$ cat src/rtl/scs8hd_scan_chain_if.sv
// Handshake and chain-facing signals of the scan-chain controller.
// The sequencer/bench side uses the master modport, the controller the slave modport.
`timescale 1ns/1ps
interface scs8hd_scan_chain_ctl_if #(
  parameter int CHAIN_LEN = 8
);
  logic                 START;
  logic [CHAIN_LEN-1:0] PATTERN;
  logic                 CAPTURE;
  logic                 SO;
  logic                 SCE;
  logic                 SCD;
  logic                 CAP_DE;
  logic                 BUSY;
  logic                 DONE;
  logic [CHAIN_LEN-1:0] RESP;

  modport master (
    output START, PATTERN, CAPTURE, SO,
    input  SCE, SCD, CAP_DE, BUSY, DONE, RESP
  );

  modport slave (
    input  START, PATTERN, CAPTURE, SO,
    output SCE, SCD, CAP_DE, BUSY, DONE, RESP
  );
endinterface

$ cat src/rtl/scs8hd_scan_chain_ctl.sv
// Scan-chain controller: shifts a parallel pattern into a CHAIN_LEN-deep chain while
// unloading its previous contents, then optionally pulses CAP_CYCLES functional captures.
`timescale 1ns/1ps
module scs8hd_scan_chain_ctl #(
  parameter int CHAIN_LEN  = 8,
  parameter int CAP_CYCLES = 1
) (
  input  logic                          CLK,
  input  logic                          RESET,
  scs8hd_scan_chain_ctl_if.slave        bus
);
  localparam int CW  = $clog2(CHAIN_LEN);
  localparam int CCW = 4;

  typedef enum logic [1:0] {
    IDLE   = 2'd0,
    SHIFT  = 2'd1,
    CAPT   = 2'd2,
    FINISH = 2'd3
  } state_t;

  state_t               r_state;
  logic [CW-1:0]        r_cnt;
  logic [CCW-1:0]       r_ccnt;
  logic [CHAIN_LEN-1:0] r_pat;
  logic                 r_cap;
  logic                 r_sce;
  logic                 r_scd;
  logic                 r_cap_de;
  logic                 r_busy;
  logic                 r_done;
  logic [CHAIN_LEN-1:0] r_resp;

  // Outputs are computed one edge ahead so that each registered value equals the
  // state-based value the chain must see during the following cycle.
  // NOTE: every register here uses non-blocking assignment so all of them update
  // from the same pre-edge values, exactly like the chain flops they drive.
  always_ff @(posedge CLK or posedge RESET) begin
    if (RESET) begin
      r_state  <= IDLE;
      r_cnt    <= '0;
      r_ccnt   <= '0;
      r_pat    <= '0;
      r_cap    <= 1'b0;
      r_sce    <= 1'b0;
      r_scd    <= 1'b0;
      r_cap_de <= 1'b0;
      r_busy   <= 1'b0;
      r_done   <= 1'b0;
      r_resp   <= '0;
    end else begin
      case (r_state)
        IDLE: begin
          r_sce    <= 1'b0;
          r_scd    <= 1'b0;
          r_cap_de <= 1'b0;
          r_busy   <= 1'b0;
          r_done   <= 1'b0;
          if (bus.START) begin
            r_pat   <= bus.PATTERN;
            r_cap   <= bus.CAPTURE;
            r_cnt   <= CW'(CHAIN_LEN - 1);
            r_sce   <= 1'b1;
            r_scd   <= bus.PATTERN[CHAIN_LEN-1];
            r_busy  <= 1'b1;
            r_state <= SHIFT;
          end
        end

        SHIFT: begin
          r_resp <= {r_resp[CHAIN_LEN-2:0], bus.SO};
          if (r_cnt == '0) begin
            r_sce <= 1'b0;
            r_scd <= 1'b0;
            if (r_cap) begin
              r_cap_de <= 1'b1;
              r_ccnt   <= CCW'(CAP_CYCLES - 1);
              r_state  <= CAPT;
            end else begin
              r_done  <= 1'b1;
              r_state <= FINISH;
            end
          end else begin
            r_cnt <= r_cnt - 1'b1;
            r_scd <= r_pat[r_cnt - 1'b1];
          end
        end

        CAPT: begin
          if (r_ccnt == '0) begin
            r_cap_de <= 1'b0;
            r_done   <= 1'b1;
            r_state  <= FINISH;
          end else begin
            r_ccnt <= r_ccnt - 1'b1;
          end
        end

        FINISH: begin
          // START is deliberately not looked at here; it is only sampled in IDLE.
          r_done  <= 1'b0;
          r_busy  <= 1'b0;
          r_state <= IDLE;
        end

        default: r_state <= IDLE;
      endcase
    end
  end

  assign bus.SCE    = r_sce;
  assign bus.SCD    = r_scd;
  assign bus.CAP_DE = r_cap_de;
  assign bus.BUSY   = r_busy;
  assign bus.DONE   = r_done;
  assign bus.RESP   = r_resp;
endmodule

$ cat src/flat_wrapper.sv
// flat-port wrapper written by rule: the top's interface ports become plain ports
module scs8hd_scan_chain_ctl_flat 
#(
  parameter int CHAIN_LEN  = 8,
  parameter int CAP_CYCLES = 1
)
  (CLK, RESET, bus_START, bus_PATTERN, bus_CAPTURE, bus_SO, bus_SCE, bus_SCD, bus_CAP_DE, bus_BUSY, bus_DONE, bus_RESP);
  scs8hd_scan_chain_ctl_if #(.CHAIN_LEN(CHAIN_LEN)) bus_i ();
  input  logic CLK;
  input  logic RESET;
  input wire logic [$bits(bus_i.START)-1:0] bus_START;
  input wire logic [$bits(bus_i.PATTERN)-1:0] bus_PATTERN;
  input wire logic [$bits(bus_i.CAPTURE)-1:0] bus_CAPTURE;
  input wire logic [$bits(bus_i.SO)-1:0] bus_SO;
  output wire logic [$bits(bus_i.SCE)-1:0] bus_SCE;
  output wire logic [$bits(bus_i.SCD)-1:0] bus_SCD;
  output wire logic [$bits(bus_i.CAP_DE)-1:0] bus_CAP_DE;
  output wire logic [$bits(bus_i.BUSY)-1:0] bus_BUSY;
  output wire logic [$bits(bus_i.DONE)-1:0] bus_DONE;
  output wire logic [$bits(bus_i.RESP)-1:0] bus_RESP;
  assign bus_i.START = bus_START;
  assign bus_i.PATTERN = bus_PATTERN;
  assign bus_i.CAPTURE = bus_CAPTURE;
  assign bus_i.SO = bus_SO;
  assign bus_SCE = bus_i.SCE;
  assign bus_SCD = bus_i.SCD;
  assign bus_CAP_DE = bus_i.CAP_DE;
  assign bus_BUSY = bus_i.BUSY;
  assign bus_DONE = bus_i.DONE;
  assign bus_RESP = bus_i.RESP;
  scs8hd_scan_chain_ctl #(.CHAIN_LEN(CHAIN_LEN), .CAP_CYCLES(CAP_CYCLES)) u_core (.CLK(CLK), .RESET(RESET), .bus(bus_i));
endmodule
$ cat config.mk
export PLATFORM = sky130hd
export DESIGN_NAME = scs8hd_scan_chain_ctl_flat
export DESIGN_NICKNAME = d
export VERILOG_FILES = /design/src/rtl/scs8hd_scan_chain_if.sv /design/src/rtl/scs8hd_scan_chain_ctl.sv /design/src/flat_wrapper.sv
export SDC_FILE = /design/constraint.sdc
export NUM_CORES = 1
export LEC_CHECK = 0
export ABC_CLOCK_PERIOD_IN_PS = 1900
export CAP_MARGIN = 10
export CORE_ASPECT_RATIO = 1.25
export CORE_MARGIN = 2
export CORE_UTILIZATION = 43
export CTS_CLUSTER_DIAMETER = 60
export DETAILED_ROUTE_END_ITERATION = 7
export GPL_TIMING_DRIVEN = 0
export PLACE_DENSITY = 0.73
export REMOVE_ABC_BUFFERS = 1
export SETUP_SLACK_MARGIN = 0.05
export SLEW_MARGIN = 10
export SYNTH_ARGS = -nofsm -noshare
export SYNTH_HDL_FRONTEND = slang
export SYNTH_SLANG_ARGS = --single-unit
$ cat constraint.sdc
create_clock -name CLK -period 1.9 [get_ports CLK]
set_input_delay 0.38 -clock CLK [delete_from_list [all_inputs] [get_ports CLK]]
set_output_delay 0.38 -clock CLK [all_outputs]
set_load 0.1 [all_outputs]
[Word level (Yosys, flattened, before mapping)]
Cells that the tools add are included.
Cells by class
  magnitude comparators: 1
  equality and inequality tests: 10
  reduce and logical (&&, ||, !) cells: 15
  $add $sub $neg: 2
  mux-type cells: 29
Operators with widths (number)
  1-bit 2-to-1 mux: 12
  4-bit 2-to-1 mux: 3
  3-bit AND reduction: 3
  2-bit inequality test (second input constant): 4
  2-bit one-hot mux with 4 select lines: 1
  4-bit one-hot mux with 2 select lines: 1
  4-bit AND reduction: 2
  2-bit 2-to-1 mux: 3
  3-bit 2-to-1 mux: 2
  2-bit by 1-bit inequality test with 1-bit output (second input constant): 3
  1-bit one-hot mux with 2 select lines: 3
  1-bit one-hot mux with 3 select lines: 2
  3-bit one-hot mux with 2 select lines: 1
  2-bit nonzero test: 3
  2-bit == test (second input constant): 2
  4-bit logical NOT: 1
  3-bit by 4-bit less-than comparator with 1-bit output (second input constant): 1
  2-bit AND reduction: 2
  4-bit by 1-bit subtractor with 4-bit output (second input constant): 1
  1-bit binary-select mux with 3-bit select: 1
  3-bit logical NOT: 1
  3-bit nonzero test: 1
  3-bit by 1-bit subtractor with 3-bit output (second input constant): 1
  2-bit by 1-bit == test with 1-bit output (second input constant): 1
  other kinds (2): 2
Storage, ports and cells
  output and inout port bits: 13
  word-level logic and storage cells: 68
  register bits: 31
  input bits: 13

[Depth between registers and ports, before layout]
Gate-level depths: netlist of the first run.
  depth after elaboration: 5
  gate-level depth with buffers: 8
  gate-level depth less buffers: 7

[Worst setup path before layout of the first run]
Ideal clock, no wire load.
  path type: register to register
  from: register u_core.r_cnt[0]
  to: register u_core.r_cnt[0]
  cell stages (with the launch flop): 8
  setup slack: 0.168 ns
  setup time: 0.125 ns
  period minus slack after synthesis: 1.732 ns
  required time: 1.775 ns
  buffers on the path: 1
  data arrival time: 1.608 ns
  cells stage by stage: dfrtp_1 > buf_2 > inv_1 > ha_1 > ha_1 > a21oi_1 > o21a_1 > mux2_2
On the way
  longest elaborated chain between the ends: 3
  elaborated cells between the ends (all ways): 6
  those cells by class: 1 x add/sub; 1 x eq/ne; 2 x mux; 2 x reduce/logical
Ends and longest elaborated chain
  start: declaration: line scs8hd_scan_chain_ctl.sv:23  | logic [CW-1:0] r_cnt;
  start signal: assignment: line scs8hd_scan_chain_ctl.sv:62  | r_cnt <= CW'(CHAIN_LEN - 1);
  start signal: assignment: line scs8hd_scan_chain_ctl.sv:84  | r_cnt <= r_cnt - 1'b1;
  3-bit by 1-bit subtractor with 3-bit output or 3-bit logical NOT (tied branches): line scs8hd_scan_chain_ctl.sv:84, scs8hd_scan_chain_ctl.sv:72
  3-bit 2-to-1 mux or 2-bit inequality test (tied branches)
  3-bit one-hot mux with 2 select lines or 3-bit AND reduction (tied branches)
Several ways; a longest one is shown, not always the timed one. The select of a mux whose other input is x is not followed.
A chain may end at the register's enable or synchronous reset.

[Worst setup path in the final report of the first run]
  from: register u_core.r_ccnt[0]
  to: register u_core.r_done, in the netlist u_core.bus.DONE
On the way
  longest elaborated chain between the ends: 3
Ends and longest elaborated chain
  start: declaration: line scs8hd_scan_chain_ctl.sv:24  | logic [CCW-1:0] r_ccnt;
  start signal: assignment: line scs8hd_scan_chain_ctl.sv:77  | r_ccnt <= CCW'(CAP_CYCLES - 1);
  start signal: assignment: line scs8hd_scan_chain_ctl.sv:95  | r_ccnt <= r_ccnt - 1'b1;
  4-bit logical NOT: line scs8hd_scan_chain_ctl.sv:90  | if (r_ccnt == '0) begin
  2-bit by 1-bit inequality test with 1-bit output (no source line)
  3-bit AND reduction (no source line)
  end signal: assignment: line scs8hd_scan_chain_ctl.sv:80  | r_done <= 1'b1;
  end signal: assignment: line scs8hd_scan_chain_ctl.sv:92  | r_done <= 1'b1;
  end signal: assignment: line scs8hd_scan_chain_ctl.sv:101  | r_done <= 1'b0;
  end: declaration: line scs8hd_scan_chain_ctl.sv:31  | logic r_done;
Every way passes these cells.

==> flow_summary_export.csv, run 1 <==
group,metric,value,unit
outcome,status,"complete, no violations",
route,drtAntennaViolNets,0,
synth,syn-cell-area,0.00159,mm²
synth,synth-seq-cells,31,
clock_tree,clock-root-buffer,"clkbuf_8",
synth,yosysUniqueCellTypes,34,
synth,synth_edf_count,0,
floorplan,dieArea,0.00420,mm²
critical_path,max_stage_delay,0.44,ns
global_routing,grt_pass1_vias,1149,
synth,synth_compound_gate_area_share,11.5,%
global_routing,track_usage,15.8,%
critical_path,critPathMaxFanout,5,
synth,synthArstFlopShare,100,%
run,cap_violations,0,
clock_tree,htreeDepth,2,
global_routing,grt_pass1_wl,5080,µm
synth,synth-simple-area-share,11.7,%
finish,syn_to_final_growth,25.5,%
placement,port_buffers,25,
route,drcViolationCount,0,
route,wl,2910,µm
critical_path,criticalPathCategory,"flip-flop to flip-flop",
finish,nets,186,
critical_path,cp.required,2.06,ns
timing,drv_slew,0,
critical_path,path_buf_inv,1,
route,via_count,1104,
finish,num_antenna_cells,0,
finish,drive_above_1_share,37.2,%
clock_tree,clock-sinks,31,
timing,max_slew_margin,57.9,%
clock_tree,cts_tree,"built",
global_routing,grt_overflow,0,
timing,layout_min_cycle_time,1.79,ns
timing,tightest_slew,0.631,ns
floorplan,die_y,72.0,µm
route,dr.pass1.iters,4,
critical_path,crit_family,"flip-flops",
synth,avgSynthCellArea,11.9,µm²
placement,dpl_cell_area,0.00186,mm²
route,drt-vias-per-instance,5.44,
clock_tree,cts_buffers,5,
synth,syn_inst,134,
critical_path,end_kind,"flip-flop",
global_routing,grt_max_degree,32,
route,avgRoutedWirePerCell,14.3,µm
floorplan,initial_core_util,45.2,%
placement,dp_hpwl,2100,µm
finish,fin_area,0.00199,mm²
critical_path,cp.arrival,1.95,ns
finish,filler_cell_count,297,
placement,place.gp.congestion,0.844,
clock_tree,clockBufferDepth,2,
finish,final_common_cell,"dfrtp_1",
floorplan,row_count,24,
synth,synth_warnings,0,
floorplan,core_area,0.00351,mm²
timing,setup_slack,0.111,ns
synth,synth_xor_area_share,0,%
critical_path,crit_path_start_kind,"flip-flop",
floorplan,die_x,58.4,µm
timing,fmax,559,MHz
clock_tree,clkTransAtPathRegs,0.06,ns
critical_path,worstPathCellList,"inv_1 > ha_1 > or3b_4 > a22oi_2 > mux2_2",
timing,rsz0062_at_grt,"yes",
hold_path,hp-class,"flip-flop to flip-flop",
finish,final_cell_mix,"dfrtp_1 (28), mux2_2 (20), clkdlybuf4s50_1 (12)",
clock_tree,clk-insertion-delay-late,0.28,ns
timing,clock-skew-final,0.00307,ns
synth,synth-seq-area-share,48.8,%
global_routing,antenna_found_initial,0,
route,drtIter0Drc,28,
timing,fin_setup_tns,0,ns
synth,synth_top_family_by_area,"multiplexers",
timing,fin_crit_sh,94.2,%
synth,synth_mux_area_share,17.5,%
floorplan,ioPinCount,26,
placement,dp_worst_setup_slack,-0.130,ns
timing,setup_viol,0,
synth,synth_fa_ha_area_share,7.09,%
finish,fin_util,56.8,%
timing,finalHoldViolCount,0,
critical_path,cp_slowest_cell,"dfrtp_2",
synth,ys.flop_type,"dfrtp_1",
## registers in the layout (all words and copies together) (netlist names)
| name | count |
|---|---|
| u_core.bus.RESP | 8 |
| u_core.r_pat | 8 |
| u_core.r_ccnt | 4 |
| u_core.r_cnt | 3 |
| u_core.r_state | 2 |
| u_core.bus.BUSY | 1 |
| u_core.bus.CAP_DE | 1 |
| u_core.bus.DONE | 1 |
| u_core.bus.SCD | 1 |
| u_core.bus.SCE | 1 |
| u_core.r_cap | 1 |
## kinds of logic after synthesis
logic type | count (synthesis)
AOI/OAI and AO/OA | 25
and+or+nand+nor | 32
muxes | 24
buffers and inverters | 13
adders and majority gates | 9
DFF | 31
## per-stage QoR
step                      std cells  hold slack, ns
after floorplan                 129           0.471
after global placement          193           0.469
after detailed placement        193           0.472
after CTS                       200           0.497
after global routing            203           0.521
final                           203           0.484
## synth_stat cells (2+ instances only)
library cell,count,area (µm²)
dfrtp_1,31,776
mux2_2,20,225
ha_1,9,113
nand2_1,9,33.8
inv_1,8,30.0
o21ai_0,7,35.0
buf_2,5,25.0
nor2b_1,5,31.3
a21oi_1,3,15.0
a22o_1,3,26.3
mux2i_1,3,30.0
nand2b_1,3,18.8
nand3b_1,3,22.5
nand3_1,2,10.0
nor2_1,2,7.51
nor3_1,2,10.0
o22a_1,2,17.5
## metal layers
metal	vias up	track usage [%]	wire, µm
met5	-	0	0
li1	538	-	-
met3	6	4.99	128
met4	0	5.43	46
met1	531	17.6	1220
met2	29	28.0	1520
## cell type report
type                    instances  area [µm²]  area share [%]
multi-input cells              90         803            40.3
clock buffers                   6        82.6            4.14
repair buffers                 28         245            12.3
inverters                       8        30.0            1.51
clock inverters                 1        5.00           0.251
flip-flops and latches         31         779            39.1
well taps                      39        48.8            2.45
## worst paths after layout
kind | depth (start not counted) | to | startpoint | slack (ns)
min | 2 | u_core.bus.BUSY | u_core.bus.BUSY | 0.48
min reg2reg | 2 | u_core.bus.BUSY | u_core.bus.BUSY | 0.48
max reg2reg | 5 | u_core.bus.DONE | u_core.r_ccnt[0] | 0.11
min in group asynchronous | 2 | u_core.r_pat[4] | RESET | 0.50
max in group asynchronous | 2 | u_core.r_cnt[0] | RESET | 0.94
max | 5 | u_core.bus.DONE | u_core.r_ccnt[0] | 0.11
## worst min-delay path: stages, from the launching register on
cell	delay, ns
dfrtp_1	0.34
nand2_1	0.05
o21ai_0	0.06
## repair_timing
action / CTS / global route
buffers inserted: 0 / 3
gates cloned: 0 / 0
hold buffers: 0 / 0
gates resized for setup: 35 / 17
endpoints found under the setup margin: 24 / 17
pin swaps: 0 / 1
Power of run 1 is left out: the tool's default activity adds up to more than one toggle a clock period on the data nets, which glitch-free logic cannot reach.
==> run 2, diff against run 1 <==
--- a/config.mk
+++ b/config.mk
@@ -14,7 +14,6 @@
 export DETAILED_ROUTE_END_ITERATION = 7
 export GPL_TIMING_DRIVEN = 0
 export PLACE_DENSITY = 0.73
-export REMOVE_ABC_BUFFERS = 1
 export SETUP_SLACK_MARGIN = 0.05
 export SLEW_MARGIN = 10
 export SYNTH_ARGS = -nofsm -noshare
==> run 2 against run 1 <==
Worst hold slack better by 0.0024 ns. Routed wire length is 9.1% higher. Utilization is 2.6 points higher. Sequential cell count stayed put. Critical path type unchanged. Critical endpoint unchanged.
==> flow_summary_export.csv, run 2 (synthesis results as in run 1) <==
group,metric,value,unit
critical_path,critPathMaxFanout,6,
global_routing,grt_pass1_wl,5220,µm
timing,rsz0062_at_grt,"yes",
hold_path,min-delay-start,"u_core.bus.SCE",
placement,place.gp.congestion,0.761,
timing,fin_setup_tns,0,ns
global_routing,track_usage,16.7,%
hold_path,hold_depth,2,
critical_path,cp.required,2.07,ns
route,dr.pass1.iters,4,
timing,fmax,557,MHz
global_routing,antenna_found_initial,0,
finish,filler_cell_count,298,
outcome,status,"complete, no violations",
route,avgRoutedWirePerCell,15.0,µm
route,drt-vias-per-instance,5.41,
route,drtIter0Drc,40,
route,wl,3170,µm
clock_tree,cts_buffers,5,
clock_tree,clock-sinks,31,
clock_tree,cts_tree,"built",
finish,nets,193,
critical_path,end_kind,"flip-flop",
global_routing,grt_pass1_vias,1169,
floorplan,initial_core_util,45.2,%
timing,clock-skew-final,0.00335,ns
finish,syn_to_final_growth,31.3,%
floorplan,dieArea,0.00420,mm²
placement,dp_worst_setup_slack,0.0131,ns
floorplan,die_y,72.0,µm
timing,max_slew_margin,27.4,%
run,cap_violations,0,
route,drtAntennaViolNets,0,
clock_tree,clockBufferDepth,2,
floorplan,row_count,24,
clock_tree,clk-insertion-delay-late,0.28,ns
placement,port_buffers,25,
clock_tree,clkTransAtPathRegs,0.06,ns
timing,tightest_slew,1.08,ns
finish,final_common_cell,"dfrtp_1",
synth,synth_nets,156,
clock_tree,htreeDepth,2,
finish,num_antenna_cells,0,
timing,finalHoldViolCount,0,
route,dr_wl_met2,1760,µm
timing,fin_crit_sh,94.6,%
critical_path,crit_path_start_kind,"flip-flop",
finish,drive_above_1_share,41.3,%
critical_path,r2r-start,"u_core.r_ccnt[0]",
hold_path,hp-class,"flip-flop to flip-flop",
route,drcViolationCount,0,
timing,whs,0.486,ns
hold_path,hold_end,"u_core.bus.SCE",
critical_path,r2r_cells,5,
timing,drv_slew,0,
route,via_count,1141,
global_routing,grt_overflow,0,
timing,setup_slack,0.103,ns
route,dr.max_layer_used,"met4",
placement,dp_hpwl,2210,µm
clock_tree,postCtsHoldBufs,0,
timing,setup_viol,0,
critical_path,r2r-end,"u_core.bus.DONE",
finish,final_cell_mix,"dfrtp_1 (29), mux2_2 (20), clkdlybuf4s50_1 (12)",
route,wl_met1,1210,µm
route,wl_met3,134,µm
clock_tree,clock-root-buffer,"clkbuf_8",
critical_path,cp.arrival,1.97,ns
critical_path,criticalPathCategory,"flip-flop to flip-flop",
global_routing,grt_max_degree,32,
placement,dpl_cell_area,0.00189,mm²
timing,layout_min_cycle_time,1.80,ns
floorplan,die_x,58.4,µm
critical_path,reg2reg_slack,0.10,ns
floorplan,core_area,0.00351,mm²
floorplan,ioPinCount,26,
finish,fin_area,0.00209,mm²
==> run 2: cell count changes in the layout (fill, tap and decap cells not counted), sizes merged <==
cell / previous run / this run
clkdlybuf4s15: 6 / 10
inv: 8 / 7
clkbuf: 13 / 11
buf: 3 / 10
==> run 2: critical path, cell delays in order, from the launching register on <==
cell	delay (ns)
dfrtp_2	0.44
inv_2	0.10
ha_4	0.14
or3b_4	0.42
a22oi_1	0.23
mux2_2	0.36
==> run 2: metrics by stage <==
stage | cells | util [%]
4_1_cts | 206 | 57.2
5_1_grt | 211 | 59.4
6_report | 211 | 59.4
3_3_place_gp | 198 | 53.7
3_5_place_dp | 198 | 53.7
2_1_floorplan | 134 | -
==> run 2: layer usage <==
layer,vias to the layer above,global-route usage [%]
li1,551,-
met5,-,0
met2,23,30.8
met3,6,5.53
met1,561,16.4
met4,0,7.75
==> run 2: repair_timing <==
action,in CTS,in global routing
resized for setup,39,21
endpoints found under the setup margin,17,12
setup buffers,0,5
pin swaps,0,3
==> run 2: worst max-delay path by stage <==
stage                     cells past startpoint           endpoint               start
after floorplan                               7    u_core.r_cnt[0]     u_core.r_cnt[0]
after global placement                        1        bus_RESP[5]  u_core.bus.RESP[5]
after detailed placement                      1        bus_RESP[0]  u_core.bus.RESP[0]
after CTS                                     7    u_core.r_cnt[0]   u_core.r_state[0]
after global routing                          6  u_core.bus.CAP_DE    u_core.r_ccnt[0]
final                                         5    u_core.bus.DONE    u_core.r_ccnt[0]
==> run 2: area by class of cell <==
cell class | count | area, µm² | share of cell area (%)
clock buffers | 8 | 100 | 4.80
inverters | 8 | 30.0 | 1.44
plain buffers | 5 | 27.5 | 1.32
multi-input cells | 90 | 816 | 39.1
flip-flops and latches | 31 | 778 | 37.3
well taps | 39 | 48.8 | 2.34
repair buffers | 30 | 285 | 13.7
Power of run 2 is left out for the same reason.
